$ cat src/rtl/apb_master.sv
// apb_master: single-outstanding APB master turning a valid/ready command stream into SETUP/ACCESS transfers.
// Optional ACCESS wait-state timeout is compiled in when APB_MASTER_TIMEOUT_EN is defined.
module apb_master #(
  parameter int DATA_WIDTH     = 32,
  parameter int RW_REGION      = 8,
  parameter int TIMEOUT_CYCLES = 16
) (
  input  logic                  pclk,
  input  logic                  preset,
  input  logic                  cmd_valid,
  output logic                  cmd_ready,
  input  logic                  cmd_write,
  input  logic [RW_REGION-1:0]  cmd_addr,
  input  logic [DATA_WIDTH-1:0] cmd_wdata,
  output logic                  rsp_valid,
  input  logic                  rsp_ready,
  output logic [DATA_WIDTH-1:0] rsp_rdata,
  output logic                  rsp_slverr,
  output logic                  rsp_timeout,
  output logic [RW_REGION-1:0]  paddr,
  output logic                  pselx,
  output logic                  penable,
  output logic                  pwrite,
  output logic [DATA_WIDTH-1:0] pwdata,
  input  logic [DATA_WIDTH-1:0] prdata,
  input  logic                  pready,
  input  logic                  pslverr,
  output logic [1:0]            dbg_state
);

  // Handshakes: a command transfers on an edge where cmd_valid && cmd_ready; a response
  // transfers on an edge where rsp_valid && rsp_ready. Valid holds its payload until then.
  typedef enum logic [1:0] {IDLE, SETUP, ACCESS, RESP} state_t;

  state_t state;
  logic   timeout_hit;

  assign dbg_state = state;

`ifdef APB_MASTER_TIMEOUT_EN
  localparam int CNT_W = $clog2(TIMEOUT_CYCLES + 1);
  logic [CNT_W-1:0] wait_cnt;

  assign timeout_hit = !pready && (wait_cnt == CNT_W'(TIMEOUT_CYCLES));

  // Counter sits at zero outside ACCESS, so it is clear on every entry to ACCESS.
  always_ff @(posedge pclk) begin
    if (preset || state != ACCESS) begin
      wait_cnt <= '0;
    end else if (!pready && !timeout_hit) begin
      wait_cnt <= wait_cnt + 1'b1;
    end
  end
`else
  assign timeout_hit = 1'b0;
`endif

  always_ff @(posedge pclk) begin
    if (preset) begin
      state       <= IDLE;
      cmd_ready   <= 1'b1;
      rsp_valid   <= 1'b0;
      rsp_rdata   <= '0;
      rsp_slverr  <= 1'b0;
      rsp_timeout <= 1'b0;
      paddr       <= '0;
      pselx       <= 1'b0;
      penable     <= 1'b0;
      pwrite      <= 1'b0;
      pwdata      <= '0;
    end else begin
      case (state)
        IDLE: begin
          if (cmd_valid) begin
            pwrite    <= cmd_write;
            paddr     <= cmd_addr;
            pwdata    <= cmd_wdata;
            cmd_ready <= 1'b0;
            pselx     <= 1'b1;
            state     <= SETUP;
          end
        end
        SETUP: begin
          penable <= 1'b1;
          state   <= ACCESS;
        end
        ACCESS: begin
          if (pready) begin
            rsp_rdata   <= pwrite ? '0 : prdata;
            rsp_slverr  <= pslverr;
            rsp_timeout <= 1'b0;
            rsp_valid   <= 1'b1;
            pselx       <= 1'b0;
            penable     <= 1'b0;
            state       <= RESP;
          end else if (timeout_hit) begin
            rsp_rdata   <= '0;
            rsp_slverr  <= 1'b1;
            rsp_timeout <= 1'b1;
            rsp_valid   <= 1'b1;
            pselx       <= 1'b0;
            penable     <= 1'b0;
            state       <= RESP;
          end
        end
        RESP: begin
          // Returning to IDLE first means a new command is never taken on the release edge.
          if (rsp_ready) begin
            rsp_valid <= 1'b0;
            cmd_ready <= 1'b1;
            state     <= IDLE;
          end
        end
        default: begin
          state <= IDLE;
        end
      endcase
    end
  end

endmodule

$ cat config.mk
export PLATFORM = sky130hd
export DESIGN_NAME = apb_master
export DESIGN_NICKNAME = d
export VERILOG_FILES = /design/src/rtl/apb_master.sv
export SDC_FILE = /design/constraint.sdc
export NUM_CORES = 1
export LEC_CHECK = 0
export CAP_MARGIN = 20
export CORE_MARGIN = 4
export CORE_UTILIZATION = 40
export CTS_BUF_LIST = sky130_fd_sc_hd__clkbuf_16
export DETAILED_ROUTE_END_ITERATION = 10
export HOLD_SLACK_MARGIN = 0.08
export PLACE_DENSITY = 0.83
export SLEW_MARGIN = 40
export SYNTH_ARGS = -nofsm -noshare
export SYNTH_HDL_FRONTEND = slang
export SYNTH_SLANG_ARGS = --single-unit
$ cat constraint.sdc
create_clock -name pclk -period 1.65 [get_ports pclk]
set_input_delay 0.33 -clock pclk [delete_from_list [all_inputs] [get_ports pclk]]
set_output_delay 0.33 -clock pclk [all_outputs]
set_load 0.02 [all_outputs]
==> out/results.txt <==
Diodes inserted = 0
Leakage power = 2.01 nW
CTS tree = built
Worst path cell trace = clkdlybuf4s50_1
Root Buffer = clkbuf_16
Clock Tree Buf Depth = 2
Crit end category = output port
# IOs = 160
Setup_tns = 0 ns
H-Tree Level Count = 3
Max-slew violations = 0
Mux contribution to synthesized area = 0.350%
Hold Buf Count CTS = 0
Final RePlAce weighted congestion = 0.802
Largest net degree at the start of global routing = 42
Mapped cell area = 0.00321 sq mm
Top delay family on crit path = buffers and inverters
Initial Util = 41.4%
Post-synthesis simple-gate area fraction = 27.1%
Most frequently used flop master after synthesis = dfxtp_1
Hold_ws = 0.441 ns
Final ANT Viol Nets = 0
Final Power = 7.19 mW
Synth top cells by count = 116 x nand2_1, 80 x dfxtp_1, 77 x a21oi_1, 32 x nand4b_1
Die H = 97.6 um
DP Cell Count = 624
Worst path max stage delay = 0.64 ns
CP max FO = 2
Share of post-route cells with drive strength above 1 = 6.51%
Power Dens Cells = 1380 mW/mm^2
HP Class = primary input to register
# setup viols final = 0
Adder-cell share of the synthesized area = 2.72%
DR iter-0 viols = 123
DRC = 0
CTS Buf Count = 9
Crit path kind = register to output port
Endpoints failing hold = 0
Status = finished clean
Ys async rst share = 0%
CTS Sinks = 80
Vias = 3236
Crit path buf inv count = 1
Utilization after layout = 67.2%
Core area = 0.00777 sq mm
Clock Skew = 0.00547 ns
Area leader, netlist = dfxtp_1
F_max = 616 MHz
Critical path required time = 1.32 ns
Port-buffer cells = 158
CTS clk-pin slew, worst paths = 0.06 ns
Post-synthesis cell count = 386
Nets@finish = 619
Total grt overflow = 0
# fillers = 627
Worst Path Arrival = 1.29 ns
XOR/XNOR Fraction of Synth Area = 0%
Post-synth EDFFs = 0
Area contributors post-synth = dfxtp_1 50%, nand2_1 14%, a21oi_1 12%
Cell row count = 32
Post-synthesis sequential area ratio = 49.8%
WL final = 9.53 mm
Worst skew pair latency = 0.32 ns
Worst vdd ir = 0.000781 V
Setup crit start kind = register
Die width = 97.6 um
Count leader, synth = nand2_1
Largest family of logic cells by synthesized area = simple AND/OR/NAND/NOR gates
Non-filler instance count after layout = 640
Yosys warns = 0
Drt pass-1 iters = 4
#FFs+latches synth = 80
Min cycle time layout = 1.62 ns
Fin crit share = 98.3%
Syn-to-layout area delta = 62.5%
RSZ-0062 raised after global routing = no
Syn avg cell area = 8.33 sq um
Vias in the first global route = 3011
Die area = 0.00953 sq mm
First-pass GRT wire length = 15.0 mm
Initial antenna violation count = 0
GR Util All Layers = 19.1%
Vias/cell = 5.06
Yosys cell types = 33
Avg WL per Cell = 14.9 um
Compound-cell area share of the yosys netlist = 14.6%
HPWL Detailed = 6.90 mm
Post-synth net total = 472
Max-cap viol count = 0
Synth top area share = 49.8%
CP max-delay cell = clkdlybuf4s50_1
## cells by family (layout without fill, tap and decap cells)
| logic type | after synthesis | count (layout) |
|---|---|---|
| other | 1 | 1 |
| muxes | 1 | 1 |
| AOI/OAI and AO/OA | 87 | 87 |
| and+or+nand+nor | 174 | 174 |
| DFF | 80 | 80 |
| buffers and inverters | 36 | 188 |
| adders and majority gates | 7 | 7 |
## flip-flops by register name, indices dropped and copies added (netlist names)
| signal | flops |
|---|---|
| cmd_ready | 1 |
| pwdata | 32 |
| paddr | 8 |
| dbg_state | 2 |
| pwrite | 1 |
| rsp_slverr | 1 |
| rsp_rdata | 32 |
| rsp_valid | 1 |
| pselx | 1 |
| penable | 1 |
## area by class of cell
type	count	area, sq um	share of cell area (%)
clock buffers	9	225	4.31
clock inverters	7	61.3	1.17
inverters	3	11.3	0.216
multi-input cells	270	1450	27.7
flip-flops and latches	80	1600	30.7
well taps	102	128	2.44
repair buffers	169	1740	33.4
## report_power, final
part | switching, mW | internal [mW] | total (mW)
clock network | 0.737 | 1.16 | 1.89
logic | 1.53 | 1.29 | 2.83
registers | 0.193 | 2.28 | 2.47
## stage by stage
| stage | setup WS [ns] | cell area [sq um] |
|---|---|---|
| 2_1_floorplan | 0.0687 | 3210 |
| 3_3_place_gp | 0.0137 | 4900 |
| 3_5_place_dp | -0.0555 | 4900 |
| 4_1_cts | 0.00400 | 5190 |
| 5_1_grt | 0.00000611 | 5220 |
| 6_report | 0.0273 | 5220 |
## worst paths after layout
path,from,to,slack (ns),cells after the start
max,pwdata[28]$_SDFFE_PP0P_,pwdata[28],0.03,1
min,preset,pwdata[28]$_SDFFE_PP0P_,0.44,2
max reg2reg,dbg_state[0]$_SDFFE_PP0P_,cmd_ready$_SDFFE_PP1P_,0.12,5
min reg2reg,pwdata[6]$_SDFFE_PP0P_,pwdata[6]$_SDFFE_PP0P_,0.45,2
## placed cells by master (no fill, tap or decap), types with 2 or more instances in the layout
cell type	synthesis	final
dlygate4sd2_1	0	3
inv_1	3	4
dfxtp_2	0	2
buf_4	5	5
nor2_1	3	3
ha_1	7	4
nand2b_1	3	3
dfxtp_1	80	78
a21oi_1	77	77
ha_2	0	3
nand3_1	4	4
clkinv_2	0	3
dlymetal6s2s_1	0	9
nand4_1	2	2
buf_12	0	5
nand4b_1	32	32
clkdlybuf4s50_1	0	145
clkbuf_16	0	9
nand2_1	116	116
nor2b_1	6	6
o31ai_1	2	2
## what timing repair did
| action | CTS | global route |
|---|---|---|
| endpoints found under the setup margin | 4 | 55 |
| setup buffers | 0 | 0 |
| gates resized for setup | 4 | 14 |
## layer usage
layer,up-vias,GRT usage [%],share of wire (%),wire length [um]
li1,1606,-,-,-
met1,1495,22.9,41,3890
met2,122,32.5,50,4750
met3,13,5.81,8.0,762
met4,0,6.18,1.4,129
met5,-,0,0,0
No activity file was read; power rests on OpenSTA's default activity.
